===== src/rtl/btb_update_ctrl_pkg.sv =====
// Shared BTB types: array entry layout and write-side controller state encoding.
package btb_update_ctrl_pkg;

    localparam int unsigned TABLE_ENTRIES = 64;
    localparam int unsigned INDEX_WIDTH   = $clog2(TABLE_ENTRIES);
    localparam int unsigned TAG_WIDTH     = 30 - INDEX_WIDTH;

    typedef enum logic [1:0] {
        BTB_ETYPE_BRANCH,
        BTB_ETYPE_JAL,
        BTB_ETYPE_JALR,
        BTB_ETYPE_RET
    } btb_etype_t;

    typedef struct packed {
        logic                 valid;
        btb_etype_t           etype;
        logic [TAG_WIDTH-1:0] tag;
        logic [31:0]          target;
    } btb_entry_t;

    typedef enum logic [1:0] {
        BTBC_INIT,
        BTBC_SWEEP,
        BTBC_RUN
    } btb_ctrl_state_t;

endpackage


===== src/rtl/btb_upd_fifo.sv =====
// Small update queue for BTB writes; the tail slot can be rewritten in place so repeated
// updates to the same index collapse into one write.
module btb_upd_fifo
    import btb_update_ctrl_pkg::*;
#(
    parameter int unsigned DEPTH = 4,
    parameter int unsigned IDX_W = INDEX_WIDTH,
    parameter int unsigned CNT_W = $clog2(DEPTH) + 1
) (
    input  logic             clk,
    input  logic             rst_n,
    input  logic             clr_i,
    input  logic             push_i,
    input  logic             coalesce_i,
    input  logic             pop_i,
    input  logic [IDX_W-1:0] idx_i,
    input  btb_entry_t       entry_i,
    output logic [IDX_W-1:0] head_idx_o,
    output btb_entry_t       head_entry_o,
    output logic [IDX_W-1:0] tail_idx_o,
    output logic [CNT_W-1:0] count_o
);

    localparam int unsigned PtrW = $clog2(DEPTH);

    logic [IDX_W-1:0] idx_q   [DEPTH];
    btb_entry_t       entry_q [DEPTH];

    logic [PtrW-1:0]  wptr_q, wptr_d;
    logic [PtrW-1:0]  rptr_q, rptr_d;
    logic [CNT_W-1:0] count_q, count_d;
    logic [PtrW-1:0]  tail_ptr;

    assign tail_ptr = wptr_q - 1'b1;

    // Payload storage needs no reset; occupancy is tracked by the pointers.
    always_ff @(posedge clk) begin
        if (push_i) begin
            idx_q[wptr_q]   <= idx_i;
            entry_q[wptr_q] <= entry_i;
        end else if (coalesce_i) begin
            idx_q[tail_ptr]   <= idx_i;
            entry_q[tail_ptr] <= entry_i;
        end
    end

    always_comb begin
        wptr_d  = wptr_q;
        rptr_d  = rptr_q;
        count_d = count_q;
        if (clr_i) begin
            wptr_d  = '0;
            rptr_d  = '0;
            count_d = '0;
        end else begin
            if (push_i) wptr_d = wptr_q + 1'b1;
            if (pop_i)  rptr_d = rptr_q + 1'b1;
            count_d = count_q + CNT_W'(push_i) - CNT_W'(pop_i);
        end
    end

    always_ff @(posedge clk or negedge rst_n) begin
        if (!rst_n) begin
            wptr_q  <= '0;
            rptr_q  <= '0;
            count_q <= '0;
        end else begin
            wptr_q  <= wptr_d;
            rptr_q  <= rptr_d;
            count_q <= count_d;
        end
    end

    assign head_idx_o   = idx_q[rptr_q];
    assign head_entry_o = entry_q[rptr_q];
    assign tail_idx_o   = idx_q[tail_ptr];
    assign count_o      = count_q;

endmodule


===== src/rtl/btb_update_ctrl.sv =====
// BTB write-port owner: invalidation sweep after reset/flush, then drains queued EX updates
// one per cycle. Prediction is masked until the sweep has finished.
module btb_update_ctrl
    import btb_update_ctrl_pkg::*;
#(
    parameter int unsigned ENTRIES    = TABLE_ENTRIES,
    parameter int unsigned IDX_W      = $clog2(ENTRIES),
    parameter int unsigned FIFO_DEPTH = 4
) (
    input  logic             clk,
    input  logic             rst_n,
    input  logic             upd_valid,
    input  logic [IDX_W-1:0] upd_index,
    input  btb_entry_t       upd_entry,
    output logic             upd_ready,
    input  logic             flush_req,
    input  logic             wr_hold,
    output logic             wr_en,
    output logic [IDX_W-1:0] wr_index,
    output btb_entry_t       wr_entry,
    output logic             pred_enable,
    output logic             flush_busy,
    output logic [15:0]      drop_cnt
);

    localparam int unsigned CntW = $clog2(FIFO_DEPTH) + 1;

    btb_ctrl_state_t  state_q, state_d;
    logic [IDX_W-1:0] sweep_q, sweep_d;
    logic [15:0]      drop_q, drop_d;

    logic             accept;
    logic             do_pop;
    logic             coalesce;
    logic             push;
    logic             fifo_clr;
    logic             fifo_empty;
    logic [IDX_W-1:0] head_idx;
    logic [IDX_W-1:0] tail_idx;
    btb_entry_t       head_entry;
    logic [CntW-1:0]  fifo_count;

    // Readiness comes from registered state only, so EX never sees a path from hold/valid.
    assign upd_ready  = (state_q == BTBC_RUN) && (fifo_count < CntW'(FIFO_DEPTH));
    assign accept     = upd_valid && upd_ready && !flush_req;
    assign fifo_empty = (fifo_count == '0);
    assign do_pop     = (state_q == BTBC_RUN) && !fifo_empty && !wr_hold;
    assign fifo_clr   = (state_q == BTBC_RUN) && flush_req;

    // A lone entry that is leaving this cycle cannot absorb the new update.
    assign coalesce = accept && !fifo_empty && (tail_idx == upd_index)
                      && !((fifo_count == CntW'(1)) && do_pop);
    assign push     = accept && !coalesce;

    btb_upd_fifo #(
        .DEPTH (FIFO_DEPTH),
        .IDX_W (IDX_W),
        .CNT_W (CntW)
    ) u_fifo (
        .clk          (clk),
        .rst_n        (rst_n),
        .clr_i        (fifo_clr),
        .push_i       (push),
        .coalesce_i   (coalesce),
        .pop_i        (do_pop),
        .idx_i        (upd_index),
        .entry_i      (upd_entry),
        .head_idx_o   (head_idx),
        .head_entry_o (head_entry),
        .tail_idx_o   (tail_idx),
        .count_o      (fifo_count)
    );

    always_ff @(posedge clk or negedge rst_n) begin
        if (!rst_n) begin
            state_q <= BTBC_INIT;
            sweep_q <= '0;
            drop_q  <= '0;
        end else begin
            state_q <= state_d;
            sweep_q <= sweep_d;
            drop_q  <= drop_d;
        end
    end

    always_comb begin
        state_d = state_q;
        sweep_d = sweep_q;
        unique case (state_q)
            BTBC_INIT: begin
                state_d = BTBC_SWEEP;
                sweep_d = '0;
            end
            BTBC_SWEEP: begin
                if (flush_req) begin
                    sweep_d = '0;
                end else if (!wr_hold) begin
                    sweep_d = sweep_q + 1'b1;
                    if (sweep_q == IDX_W'(ENTRIES - 1)) state_d = BTBC_RUN;
                end
            end
            BTBC_RUN: begin
                if (flush_req) begin
                    state_d = BTBC_SWEEP;
                    sweep_d = '0;
                end
            end
            default: begin
                state_d = BTBC_INIT;
                sweep_d = '0;
            end
        endcase
    end

    always_comb begin
        drop_d = drop_q;
        if (upd_valid && !accept && (drop_q != 16'hFFFF)) drop_d = drop_q + 16'd1;
    end

    always_comb begin
        wr_en       = 1'b0;
        wr_index    = '0;
        wr_entry    = '0;
        pred_enable = 1'b0;
        flush_busy  = 1'b1;
        unique case (state_q)
            BTBC_SWEEP: begin
                wr_en    = !wr_hold;
                wr_index = sweep_q;
            end
            BTBC_RUN: begin
                wr_en       = do_pop;
                wr_index    = head_idx;
                wr_entry    = head_entry;
                pred_enable = 1'b1;
                flush_busy  = 1'b0;
            end
            default: ;
        endcase
    end

    assign drop_cnt = drop_q;

endmodule


===== config.mk =====
export PLATFORM = sky130hd
export DESIGN_NAME = btb_update_ctrl
export DESIGN_NICKNAME = d
export VERILOG_FILES = /design/src/rtl/btb_update_ctrl_pkg.sv /design/src/rtl/btb_upd_fifo.sv /design/src/rtl/btb_update_ctrl.sv
export SDC_FILE = /design/constraint.sdc
export NUM_CORES = 1
export LEC_CHECK = 0
export CORE_ASPECT_RATIO = 0.5
export CORE_MARGIN = 2
export CORE_UTILIZATION = 40
export DETAILED_ROUTE_END_ITERATION = 10
export PLACE_DENSITY = 0.66
export SLEW_MARGIN = 20
export SYNTH_ARGS = -nofsm -noshare
export SYNTH_HDL_FRONTEND = slang
export SYNTH_SLANG_ARGS = --single-unit

===== constraint.sdc =====
create_clock -name clk -period 17.5 [get_ports clk]
set_input_delay 1.75 -clock clk [delete_from_list [all_inputs] [get_ports clk]]
set_output_delay 1.75 -clock clk [all_outputs]
set_load 0.05 [all_outputs]

Word level (Yosys, flattened, before mapping)
Memory sizes are Yosys's and may differ from the RTL's.
Index checks and enable logic that the tools add are counted.
{"block": "word_totals", "register_bits": 31, "latch_bits": 0, "ram_bits": 260, "mem_bits_ro": 0, "output_inout_bits": 85, "mem_count": 2}
{"name": "u_fifo.entry_q", "words": 4, "width": 59, "rd": 1, "rd_clocked_by_memory_dff": 0, "write_ports": 1, "line_no": "btb_upd_fifo.sv:27", "source": "btb_entry_t entry_q [DEPTH];"}
{"name": "u_fifo.idx_q", "words": 4, "width": 6, "rd": 2, "rd_clocked_by_memory_dff": 0, "write_ports": 1, "line_no": "btb_upd_fifo.sv:26", "source": "logic [IDX_W-1:0] idx_q [DEPTH];"}
{"block": "classes", "n_addsub": 7, "n_mul": 0, "div_mod_pow": 0, "n_lt_le_gt_ge": 1, "n_eq_ne": 11, "shifts": 0, "n_mux": 30, "bitwise": 0, "reduce_logical": 27}
{"op": "$mux W59", "count": 2}
{"op": "$reduce_or A59 Y1", "count": 1}
{"op": "$mux W6", "count": 4}
{"op": "$pmux W6 S2", "count": 2}
{"op": "$mux W2", "count": 10}
{"op": "$add A16 B1 Y16 const B", "count": 1}
{"op": "$ne A16 B16 Y1 const B", "count": 1}
{"op": "$logic_and A1 B1 Y1", "count": 13}
{"op": "$mux W1", "count": 9}
{"op": "$ne A2 B2 Y1 const B", "count": 4}
{"op": "$add A6 B1 Y6 const B", "count": 1}
{"op": "$eq A6 B6 Y1", "count": 1}
{"op": "$eq A6 B6 Y1 const B", "count": 1}
{"op": "$logic_not A1 Y1", "count": 6}
{"op": "$pmux W2 S3", "count": 1}
{"op": "$reduce_or A6 Y1", "count": 1}
{"op": "$add A2 B1 Y2 const B", "count": 2}
{"op": "$reduce_and A4 Y1", "count": 1}
{"op": "$reduce_bool A2 Y1", "count": 2}
{"op": "$add A3 B1 Y3", "count": 1}
{"op": "$eq A3 B1 Y1 const B", "count": 1}
{"op": "$logic_not A3 Y1", "count": 1}
{"op": "$lt A3 B3 Y1 const B", "count": 1}
{"op": "$mux W3", "count": 1}
{"op": "8 further kinds", "count": 8}

Logic depth before layout (Yosys ltp)
{"block": "depth", "word_depth": 13, "depth_mapped": 13}

By module
Synthesis repeated with hierarchy kept, for this count alone.
{"block": "hier_totals", "hier_cells": 605, "hier_area_um2": 11833.8}
{"module": "btb_upd_fifo", "n_inst": 1, "cells_per_inst": 384, "area_each_um2": 9930.8}
{"module": "btb_update_ctrl", "n_inst": 1, "cells_per_inst": 221, "area_each_um2": 1903.1}

Worst setup path after synthesis
No wires, ideal clock.
{"block": "synth_path", "path_type": "input-to-reg", "start": "input flush_req", "end": "memory u_fifo.entry_q[2][0] (netlist name) (enable)", "setup_time_ps": 568, "arrival_time_ps": 7390, "required_time_ps": 16932, "slack_ps": 9543, "stages": 7, "path_buffers": 2, "cell_sequence": "clkbuf_1 -> nor2b_1 -> and3b_1 -> clkbuf_1 -> o2111ai_1 -> o21a_1 -> nor3_1"}
{"block": "synth_between", "elab_chain_len": 11, "word_cells_on_any_way": 15}
{"element": "from (decl)", "line_no": "btb_update_ctrl.sv:16", "source": "input logic flush_req,"}
{"element": "$logic_not A1 Y1 *", "line_no": "btb_update_ctrl.sv:45", "source": "assign accept = upd_valid && upd_ready && !flush_req;"}
{"element": "$logic_and A1 B1 Y1 *", "line_no": "btb_update_ctrl.sv:45"}
{"element": "$logic_and A1 B1 Y1 (2 in series)", "line_no": "btb_update_ctrl.sv:51", "source": "assign coalesce = accept && !fifo_empty && (tail_idx == upd_index)"}
{"element": "$logic_and A1 B1 Y1", "line_no": "btb_update_ctrl.sv:52", "source": "&& !((fifo_count == CntW'(1)) && do_pop);"}
{"element": "$logic_not A1 Y1", "line_no": "btb_update_ctrl.sv:53", "source": "assign push = accept && !coalesce;"}
{"element": "$logic_and A1 B1 Y1", "line_no": "btb_update_ctrl.sv:53"}
{"element": "$mux W1", "line_no": "btb_upd_fifo.sv:38", "source": "if (push_i) begin"}
{"element": "$mux W1 (not written as such)", "line_no": "btb_upd_fifo.sv:43", "source": "entry_q[tail_ptr] <= entry_i;"}
{"element": "$reduce_or A59 Y1 (no source line)"}
{"element": "$mux W2 (no source line) or $mux W1 (tied branches)"}
{"element": "to (decl)", "line_no": "btb_upd_fifo.sv:27"}
Every way passes the cells marked *; elsewhere a longest branch is shown, timed or not.

==> summary.md <==
| Metric | Value |
|---|---|
| Layout area overhead | 23.8% |
| Post-CTS resize count | 0 |
| Crit path largest cell delay | 0.83 ns |
| Leakage | 4.75 nW |
| TritonRoute pass-1 iters | 4 |
| First-pass GRT wire length | 36.3 mm |
| Yosys cell types | 47 |
| IO Port Bufs | 154 |
| Grt total ovfl | 0 |
| Clock tree buffer depth | 3 |
| Clock buffer count from CTS | 27 |
| Initial Util | 0.408 |
| Clk_lat worst skew | 0.55 ns |
| Crit share post-route | 0.307 |
| Top post-synthesis cells by area | edfxtp_1, mux4_2, dfrtp_1, and2_1, xnor2_1 |
| Top-area cell type share of the netlist area | 0.658 |
| Setup-failing EPs final | 0 |
| RSZ-0062 raised after global routing | false |
| Synth Instances | 610 |
| Clk slew on worst S/H paths | 0.06 ns |
| Worst Path Arrival | 3.61 ns |
| Nets@finish | 846 |
| CP max FO | 35 |
| Multi-input logic area | 3130 µm² |
| Setup Buffers After CTS | 0 |
| Crit end category | output pin |
| Average size of a mapped cell | 19.4 µm² |
| CTS tree | yes |
| Vias in the first global route | 6,389 |
| Crit-path slowest cell | dfrtp_4 |
| Fraction of layout cells with a size suffix above 1 | 0.166 |
| Routed wire per std cell | 19.7 µm |
| Post-synthesis sequential element count | 291 |
| Met1 Wirelength | 9.65 mm |
| Post-DRT Antenna Nets | 0 |
| Core Area | 29,100 µm² |
| Gr usage total | 0.152 |
| VDD IR max | 0.0000663 V |
| Relative slew slack | 0.301 |
| CP Launch Type | flip-flop |
| Yosys warnings | 0 |
| Worst Hold Class | flip-flop to flip-flop |
| DR DRC count | 0 |
| Sinks on Clock Net | 291 |
| Top Layer Used | met4 |
| Total power | 0.00144 W |
| CP bufs+invs | 2 |
| Worst Skew | 0.0130 ns |
| Post-cts hold buffer count | 0 |
| Die Width | 248 µm |
| Root buf cell | clkbuf_16 |
| Count of pins over their slew limit | 0 |
| Mapped Area | 11,900 µm² |
| Final hold vios | 0 |
| PwrDens | 98.2 nW/µm² |
| Final TNS setup | 0 ns |
| Die footprint | 31,100 µm² |
| Critical Path RT | 15.75 ns |
| Dpl hpwl | 14.0 mm |
| Synth area leader | edfxtp_1 |
| Met3 wire length | 943 µm |
| Seq/Total Area, Yosys | 0.724 |
| Crit Path Class | flip-flop to output pin |
| Via count | 6,000 |
| Via density | 5.08 |
| Post-synth EDFFs | 260 |
| Delay-heaviest family, CP | buffers and inverters |
| Worst path cell trace | buf_4 > mux4_2 > and2_1 > clkdlybuf4s50_1 |
| Measured slew at the worst slew-check pin | 1.05 ns |
| Fin util | 0.505 |
| Fillcell total | 2,389 |
| Max Clk Rate | 0.186 GHz |
| Status | finished, final reports clean |
| Post-synth net total | 689 |
| H-tree depth reported by CTS | 1 |
| Final GP Congestion | 0.762 |
| DRT Wirelength | 23.3 mm |
| Antenna violations before repair | 1 |
| Routed wl met2 | 12.3 mm |
| Register area | 8590 µm² |
| Pin count of the biggest net entering global routing | 67 |
| # rows | 44 |
| Die span in y | 126 µm |
| Ys flop type | edfxtp_1 |
| Starting DRT DRC Count | 410 |
| Minimum clock period | 5.36 ns |
| Ys async rst share | 0.107 |
| Max-Cap Viols | 0 |
| Num ports | 155 |
-- Yosys cell counts (all sizes together), types with 3 or more instances --
master	n
ha	8
nor3	5
mux2	3
mux4	71
nand2	13
o2111ai	3
o211ai	3
buf	14
nor2	12
nand3	5
a21oi	11
o21a	3
and2	62
dfrtp	31
a22oi	8
xnor2	22
nand4	7
clkbuf	19
edfxtp	260
inv	10
nor2b	8
xor2	4
-- logic make-up after synthesis --
logic type	count (synthesis)	synth area share
flip-flops	291	0.724
AND/OR/NAND/NOR	123	0.0617
multiplexers	76	0.141
buffers and inverters	43	0.0157
AO/OA/AOI/OAI	42	0.0261
XOR/XNOR	26	0.0217
adder cells (fa/ha/maj)	9	0.0101
-- worst reg2reg max path, cell delays in order, from the launching register on --
cell and delay (ns):
dfrtp_1 0.42, inv_1 0.12, ha_2 0.71, nor2b_1 0.29
and3b_1 0.36, o2111ai_1 0.33, o21a_1 0.32, nor4b_4 0.87
buf_4 0.78
-- metal layers --
| metal | vias up | GRT usage |
|---|---|---|
| met5 | - | 0 |
| met4 | 0 | 0.0335 |
| met3 | 27 | 0.0301 |
| met2 | 112 | 0.272 |
| met1 | 3118 | 0.193 |
| li1 | 2743 | - |
-- path summary, 6_finish.rpt --
kind	slack (ns)	end	cells past startpoint	start
setup / recovery	12.14	wr_entry[29]	4	u_fifo.rptr_q[0]$_DFFE_PN0P_
hold / removal	0.50	drop_cnt[10]$_DFFE_PN0P_	1	drop_cnt[10]$_DFFE_PN0P_
setup reg to reg	12.91	u_fifo.idx_q[0][1]$_DFFE_PP_	8	state_q[0]$_DFFE_PN0P_
hold reg to reg	0.50	drop_cnt[10]$_DFFE_PN0P_	1	drop_cnt[10]$_DFFE_PN0P_
max in group asynchronous	15.56	u_fifo.rptr_q[0]$_DFFE_PN0P_	2	rst_n
min in group asynchronous	1.60	sweep_q[5]$_DFFE_PN0P_	2	rst_n
-- metrics by stage --
step / hold WS, ns / std cells / instance area, µm² / setup slack (ns)
floorplan: 0.512 / 610 / 11900 / 9.54
global placement: 0.474 / 1129 / 13800 / 11.71
detailed placement: 0.508 / 1129 / 13800 / 11.57
CTS: 0.517 / 1179 / 14700 / 11.99
global route: 0.521 / 1180 / 14700 / 11.84
finish: 0.502 / 1180 / 14700 / 12.14
-- report_power, final --
part / switching (W) / internal, W / leakage (nW) / total, W
registers: 0.0000142 / 0.000765 / 2.73 / 0.000779
logic: 0.0000579 / 0.0000458 / 1.60 / 0.000104
clock network: 0.000252 / 0.000306 / 0.415 / 0.000559
-- state kept, by name (all words and copies together) (netlist names) --
name / count
state_q: 2
u_fifo.idx_q: 24
u_fifo.rptr_q: 2
sweep_q: 6
drop_cnt: 16
u_fifo.wptr_q: 2
u_fifo.count_o: 3
u_fifo.entry_q: 236
-- area by class of cell --
class,instances,share of cell area
Tap cell,391,0.0333
Multi-Input combinational cell,276,0.213
Inverter,10,0.00256
Clock buffer,34,0.0485
Clock inverter,16,0.00861
Sequential cell,291,0.585
Timing Repair Buffer,161,0.109
Antenna cell,1,0.000170
-- cells in the final DEF, fill, tap and decap left out, drive strengths merged, types with 12 or more instances in the layout --
cell and instances:
and2 62, clkbuf 34, clkdlybuf4s50 154, clkinv 13
dfrtp 31, edfxtp 260, mux4 71, nand2 13
nor2 12, xnor2 22
(Power assumes the default switching activity.)
